===== src/rtl/multicore_alu.sv =====
// Registered ALU: arithmetic, multiplier and logic/shift cores evaluated in parallel,
// opcode-selected into a double-width result register.
module multicore_alu #(
   parameter int DATA_W = 8
) (
   input  logic                  clk,
   input  logic                  rst,
   input  logic [DATA_W-1:0]     A,
   input  logic [DATA_W-1:0]     B,
   input  logic [3:0]            opcode,
   output logic [2*DATA_W-1:0]   result
);

   localparam int RW    = 2 * DATA_W;
   localparam int SHL_W = $clog2(RW);
   localparam int SHR_W = $clog2(DATA_W);

   typedef enum logic [3:0] {
      OP_ADD = 4'd0,
      OP_SUB = 4'd1,
      OP_MUL = 4'd2,
      OP_AND = 4'd4,
      OP_OR  = 4'd5,
      OP_XOR = 4'd6,
      OP_NOT = 4'd7,
      OP_SHL = 4'd8,
      OP_SHR = 4'd9,
      OP_CMP = 4'd10
   } op_t;

   logic [RW-1:0]     a_ext;
   logic [RW-1:0]     b_ext;
   logic [RW-1:0]     add_res;
   logic [RW-1:0]     sub_res;
   logic [RW-1:0]     mul_res;
   logic [DATA_W-1:0] and_bits;
   logic [DATA_W-1:0] or_bits;
   logic [DATA_W-1:0] xor_bits;
   logic [DATA_W-1:0] not_bits;
   logic [RW-1:0]     shl_res;
   logic [DATA_W-1:0] shr_bits;
   logic              a_lt_b;
   logic              a_eq_b;
   logic [RW-1:0]     result_next;
   logic [RW-1:0]     result_reg;

   assign a_ext = {{DATA_W{1'b0}}, A};
   assign b_ext = {{DATA_W{1'b0}}, B};

   // Arithmetic core: wide operands give the carry bit on ADD and the 0xFFxx wrap on SUB.
   assign add_res = a_ext + b_ext;
   assign sub_res = a_ext - b_ext;

   // Multiplier core: full-width unsigned product.
   assign mul_res = a_ext * b_ext;

   // Logic core, one slice per operand bit.
   generate
      for (genvar gi = 0; gi < DATA_W; gi++) begin : g_logic
         assign and_bits[gi] = A[gi] & B[gi];
         assign or_bits[gi]  = A[gi] | B[gi];
         assign xor_bits[gi] = A[gi] ^ B[gi];
         assign not_bits[gi] = ~A[gi];
      end
   endgenerate

   // SHL may push bits into the upper half; SHR stays within the operand width.
   assign shl_res  = a_ext << B[SHL_W-1:0];
   assign shr_bits = A >> B[SHR_W-1:0];
   assign a_lt_b   = (A < B);
   assign a_eq_b   = (A == B);

   always_comb begin
      result_next = '0;
      case (opcode)
         OP_ADD:  result_next = add_res;
         OP_SUB:  result_next = sub_res;
         OP_MUL:  result_next = mul_res;
         OP_AND:  result_next = {{DATA_W{1'b0}}, and_bits};
         OP_OR:   result_next = {{DATA_W{1'b0}}, or_bits};
         OP_XOR:  result_next = {{DATA_W{1'b0}}, xor_bits};
         OP_NOT:  result_next = {{DATA_W{1'b0}}, not_bits};
         OP_SHL:  result_next = shl_res;
         OP_SHR:  result_next = {{DATA_W{1'b0}}, shr_bits};
         OP_CMP:  result_next = {{(RW-2){1'b0}}, a_lt_b, a_eq_b};
         default: result_next = '0;
      endcase
   end

   always_ff @(posedge clk) begin
      if (!rst) begin
         result_reg <= '0;
      end else begin
         result_reg <= result_next;
      end
   end

   assign result = result_reg;

endmodule


===== config.mk =====
export PLATFORM = sky130hd
export DESIGN_NAME = multicore_alu
export DESIGN_NICKNAME = d
export VERILOG_FILES = /design/src/rtl/multicore_alu.sv
export SDC_FILE = /design/constraint.sdc
export NUM_CORES = 1
export LEC_CHECK = 0
export BUFFER_PORTS_ARGS = -buffer_cell sky130_fd_sc_hd__buf_4
export CORE_ASPECT_RATIO = 0.8
export CORE_UTILIZATION = 45
export CTS_CLUSTER_SIZE = 25
export DETAILED_ROUTE_END_ITERATION = 12
export GPL_TIMING_DRIVEN = 1
export PLACE_DENSITY = 0.7
export SYNTH_ARGS = -nofsm -noshare
export SYNTH_HDL_FRONTEND = slang
export SYNTH_SLANG_ARGS = --single-unit

===== constraint.sdc =====
create_clock -name clk -period 4.46 [get_ports clk]
set_input_delay 0.446 -clock clk [delete_from_list [all_inputs] [get_ports clk]]
set_output_delay 0.446 -clock clk [all_outputs]
set_load 0.005 [all_outputs]

After elaboration in Yosys (flattened, before gate mapping)
Cells that the tools add are included.
{"block": "totals", "reg_bits": 16, "input_bits": 22, "output_inout_bits": 16}
{"block": "op_classes", "n_addsub": 2, "mul": 1, "n_lt_le_gt_ge": 1, "eq_ne": 10, "shift": 2, "mux": 1, "bitwise_logic": 32, "n_reduce_logical": 1}
{"op": "$pmux W16 S10", "count": 1}
{"op": "$eq A4 B3 Y1 const B", "count": 4}
{"op": "$mul A8 B8 Y16", "count": 1}
{"op": "$shl A8 B4 Y16", "count": 1}
{"op": "$eq A4 B4 Y1 const B", "count": 3}
{"op": "$add A8 B8 Y9", "count": 1}
{"op": "$sub A8 B8 Y9", "count": 1}
{"op": "$and A1 B1 Y1", "count": 8}
{"op": "$eq A8 B8 Y1", "count": 1}
{"op": "$lt A8 B8 Y1", "count": 1}
{"op": "$not A1 Y1", "count": 8}
{"op": "$or A1 B1 Y1", "count": 8}
{"op": "$shr A8 B3 Y8", "count": 1}
{"op": "$xor A1 B1 Y1", "count": 8}
{"op": "$eq A4 B1 Y1 const B", "count": 1}
{"op": "$eq A4 B2 Y1 const B", "count": 1}
{"op": "$logic_not A4 Y1", "count": 1}

Longest topological paths before layout
{"block": "logic_depth", "depth_word": 2, "ltp_mapped": 17, "depth_no_buf": 17}

Worst setup path after synthesis
OpenSTA, ideal clock, no wires.
{"block": "synth_timing", "kind": "in2reg", "startpoint": "input B[2]", "endpoint": "register result_reg[14], in the netlist result[14]", "setup_ns": 0.122, "arrival_time_ns": 4.673, "required_time_ns": 4.338, "setup_slack_ns": -0.334, "stages": 17, "path_buffers": 2, "path_cell_list": "clkbuf_1 clkbuf_1 nand2_1 fa_1 fa_1 inv_1 fa_1 inv_1 fa_1 inv_1 ha_1 o21a_1 o21a_1 o22a_1 a311oi_1 or4_1 nand3_1"}
{"block": "synth_between", "elab_chain_cells": 2, "elab_cells_between_ends": 4, "classes_between": "add/sub: 1; mul: 1; shift: 1; mux: 1"}
{"item": "from (decl)", "line_no": "9", "rtl": "input logic [DATA_W-1:0] B,"}
{"item": "$mul A8 B8 Y16, or another cell as far along", "line_no": "55", "rtl": "assign mul_res = a_ext * b_ext;"}
{"item": "$pmux W16 S10 (*)", "line_no": "75", "rtl": "case (opcode)"}
{"item": "to (signal assigned)", "line_no": "94", "rtl": "result_reg <= result_next;"}
{"item": "to (decl)", "line_no": "45", "rtl": "logic [RW-1:0] result_reg;"}
Mark *: on every way between the ends. The rest lies on a longest branch, timed or not.
A chain may end at the register's enable or synchronous reset.

Worst setup path after layout
{"block": "layout_timing", "startpoint": "input B[3]", "endpoint": "register result_reg[14], in the netlist result[14]"}
The elaborated chain is that of the path after synthesis.

==> impl_summary.log <==
INFO  metric outcome = complete, no violations
INFO  metric post_synth_main_area_contributors = sky130_fd_sc_hd__ha_1 17%, sky130_fd_sc_hd__fa_1 17%, sky130_fd_sc_hd__dfxtp_1 7.1%, sky130_fd_sc_hd__inv_1 6.2%, sky130_fd_sc_hd__nor2_1 5.6%
INFO  metric synthToLayoutAreaGrowth = 23.4%
INFO  metric final-instance-count-excl-fill = between 800 and 900
INFO  metric synth_most_common_cell = sky130_fd_sc_hd__inv_1
INFO  metric cts_inserted_buffers = 3
INFO  metric pre_cts_ws = -259 ps
INFO  metric critPathArrivalTime = 4510 ps
INFO  metric synth.ff_latch_count = 16
INFO  metric sequential_fraction_of_the_synthesis_area = 0.0709
INFO  metric grt_use_total = 0.333
INFO  metric cts_htree_levels = 1
INFO  metric placed_cell_area = ~5400 µm²
INFO  metric cp_common_cell = sky130_fd_sc_hd__fa_1
INFO  metric vias_per_cell = roughly 6.0
INFO  metric setup_viol = 0
INFO  metric dp.final_hpwl = roughly 14000 µm
INFO  metric tritoncts = built
INFO  metric ioPinCount = 38
INFO  metric antenna_found_initial = 0
INFO  metric hold_depth = 3
INFO  metric crit_required = between 4000 and 5000 ps
INFO  metric max-vdd-ir-drop = 0.341 mV
INFO  metric p_sw_frac = 0.462
INFO  metric timing.max_slew.rel_slack = 0.348
INFO  metric cellLeakagePower = about 2.7 nW
INFO  metric cts.root.buffer_cell = sky130_fd_sc_hd__clkbuf_16
INFO  metric total_power_consumption = between 1.5 and 2 mW
INFO  metric routed_wl = between 15000 and 20000 µm
INFO  metric die_height = between 90 and 100 µm
INFO  metric synthesis.instances = approximately 590
INFO  metric critPathLaunchType = input pin
INFO  metric syn-cell-area = about 4500 µm²
INFO  metric synth_edf_count = 0
INFO  metric share_clk_of_total_power = 0.135
INFO  metric initial_utilization = 0.466
INFO  metric post-route-drc-count = 0
INFO  metric timing_hold_violations_final = 0
INFO  metric cell_count_after_placement = 808
INFO  metric width_of_the_die = around 110 µm
INFO  metric post_cts_setup_bufs = 0
INFO  metric final_core_util = 0.575
INFO  metric p_int = 845 µW
INFO  metric gpl.final_weighted_congestion = roughly 0.98
INFO  metric clock_path_buffers = 2
INFO  metric avgRoutedWirePerCell = slightly above 20 µm
INFO  metric placement.io_buffers = 37
INFO  metric reg_clk_slew_reported_paths = ~60 ps
INFO  metric num_vias = approximately 4800
INFO  metric min_period_over_period = 0.966
INFO  metric detailedRoute.firstPassIterationCount = 6
INFO  metric drv.max_cap_violation_count = 0
INFO  metric grt_start_max_net_pins = 26
INFO  metric grt_pass1_vias = about 4800
INFO  metric worst_path_largest_cell_delay = 550 ps
INFO  metric grt_pass1_wl = 26200 µm
INFO  metric post-route-worst-setup-slack = 152 ps
INFO  metric timing.critical_path.slowest_stage_cell = sky130_fd_sc_hd__fa_1
INFO  metric n_antenna_cell = 0
INFO  metric synthesis.nets = around 710
INFO  metric placementRows = 32
INFO  metric tightest_slew = 970 ps
INFO  metric period_needed = between 4000 and 5000 ps
INFO  metric power-per-cell-area = 282 nW/µm²
INFO  metric yosys.cell_types.count = just over 70
INFO  metric holdCritPathClass = in -> reg
INFO  metric syn_area_per_cell = between 7 and 8 µm²
INFO  metric critPathKind = in -> reg
INFO  metric finalInstanceArea = ~5600 µm²
INFO  metric total_overflow_reported_by_the_global_router = 0
INFO  metric synth_largest_type_area_fraction = 0.169
INFO  metric ant_nets = 0
INFO  metric critical_path.max_fanout = 4
INFO  metric worst_hold_startpoint = opcode[3]
INFO  metric synth_top_area_cell = sky130_fd_sc_hd__ha_1
INFO  metric timing.critical_path.to_type = flop
INFO  metric timing.final.max_slew_violations = 0
INFO  metric final_net_count = ~800
INFO  metric synth-async-reset-ratio = 0
INFO  metric floorplan.die_area = between 10000 and 15000 µm²
INFO  metric max_freq = ~230 MHz
INFO  metric startpoint = B[3]
INFO  metric crit_buf_inv = 5
INFO  metric placeableCoreArea = 9690 µm²
INFO  metric timing.critical_path.max_delay_family = adder cells
INFO  metric final_layout_size_suffix_gt1_frac = 0.214
INFO  metric worstSetupPathDepth = 17
INFO  metric drt-initial-drc-count = 506
INFO  metric clock-sinks = 16
INFO  metric synth_common_cells = 75 x sky130_fd_sc_hd__inv_1, 67 x sky130_fd_sc_hd__nor2_1, 61 x sky130_fd_sc_hd__ha_1, 56 x sky130_fd_sc_hd__nand2_1, 38 x sky130_fd_sc_hd__fa_1
INFO  metric most_frequently_used_flop_master_after_synthesis = sky130_fd_sc_hd__dfxtp_1
INFO  metric seq_power_share = 0.097
INFO  metric whs = 584 ps
INFO  metric p_comb_frac = 0.768
INFO  metric setup-tns-final = 0 ps
INFO  metric largest_reg_flops = 16
INFO  metric crit_path_cell_trace = buf_4 > clkinvlp_4 > nor2_1 > fa_2 > fa_1 > inv_1 > fa_1 > fa_1 > inv_1 > ha_4 > buf_4 > nand2_1 > o21ai_2 > o22a_1 > a311oi_2 > or4_1 > nand3_1
INFO  metric yosys_warnings = 0
INFO  metric power_switching = approximately 730 µW
placed cells by master (no fill, tap or decap), types with 3 or more instances in the layout:
cell                          n
sky130_fd_sc_hd__inv_1       72
sky130_fd_sc_hd__nor2b_1      7
sky130_fd_sc_hd__o22ai_1      7
sky130_fd_sc_hd__a21o_1       5
sky130_fd_sc_hd__ha_4         3
sky130_fd_sc_hd__nor3_1      11
sky130_fd_sc_hd__nor3b_1      3
sky130_fd_sc_hd__o32ai_1      3
sky130_fd_sc_hd__nand2_1     56
sky130_fd_sc_hd__nand3_1     10
sky130_fd_sc_hd__clkbuf_16    3
sky130_fd_sc_hd__mux2_2       5
sky130_fd_sc_hd__a211oi_1     8
sky130_fd_sc_hd__o21ai_0     26
sky130_fd_sc_hd__dfxtp_1     16
sky130_fd_sc_hd__a21oi_1     30
sky130_fd_sc_hd__o31ai_1      4
sky130_fd_sc_hd__nor2_2       3
sky130_fd_sc_hd__nand3b_1     3
sky130_fd_sc_hd__mux2i_1     17
sky130_fd_sc_hd__fa_1        37
sky130_fd_sc_hd__o21a_1       7
sky130_fd_sc_hd__and3_1       5
sky130_fd_sc_hd__o211ai_1     5
sky130_fd_sc_hd__xor2_1       5
sky130_fd_sc_hd__buf_4      109
sky130_fd_sc_hd__nand2b_1    11
sky130_fd_sc_hd__ha_1        57
sky130_fd_sc_hd__a31oi_1     11
sky130_fd_sc_hd__nand4_1      5
sky130_fd_sc_hd__nor4_1       5
sky130_fd_sc_hd__nor2_1      64
worst paths after layout:
check	endpoint
setup / recovery	result[14]$_SDFF_PN0_
hold / removal	result[3]$_SDFF_PN0_
layout make-up:
class                   instances  area [µm²]
inverters                      77         297
fillers                       922        4120
clock buffers                   4        88.8
repair buffers                111         850
flip-flops and latches         16         320
multi-input cells             468        3850
well taps                     136         170
what timing repair did:
item                                    in CTS  in global routing
endpoints found under the hold margin        0                  0
endpoints found under the setup margin       0                  9
resized for setup                            0                 17
hold buffers                                 0                  0
power groups by stage:
| stage | Combinational (mW) | Clock (mW) | Sequential (mW) |
|---|---|---|---|
| global placement | 1.11 | 0 | 0.156 |
| global route | 1.33 | 0.216 | 0.153 |
| finish | 1.21 | 0.211 | 0.153 |
| CTS | 1.15 | 0.214 | 0.153 |
| detailed placement | 1.15 | 0 | 0.156 |
| floorplan | 0.712 | 0 | 0.156 |
worst min-delay path, cell delays in order:
cell	delay, ps
sky130_fd_sc_hd__buf_4	160
sky130_fd_sc_hd__nand2b_1	120
sky130_fd_sc_hd__a31oi_1	60
per-layer routing:
layer	GRT usage	vias to the layer above	wire [µm]	part of all wire
met5	0	-	0	0
met2	0.504	251	7090	0.43
met4	0.131	0	747	0.045
li1	-	2224	-	-
met3	0.0681	42	1450	0.088
met1	0.461	2317	7240	0.44
cell families (layout without fill, tap and decap cells):
family	count (synthesis)	count (layout)	share of synthesized area
buffers and inverters	102	192	0.0909
XOR/XNOR	7	7	0.0136
adder cells (fa/ha/maj)	99	99	0.337
AO/OA/AOI/OAI	137	137	0.200
multiplexers	27	27	0.0751
AND/OR/NAND/NOR	198	198	0.212
flip-flops	16	16	0.0709
No activity file was read; power rests on OpenSTA's default activity.
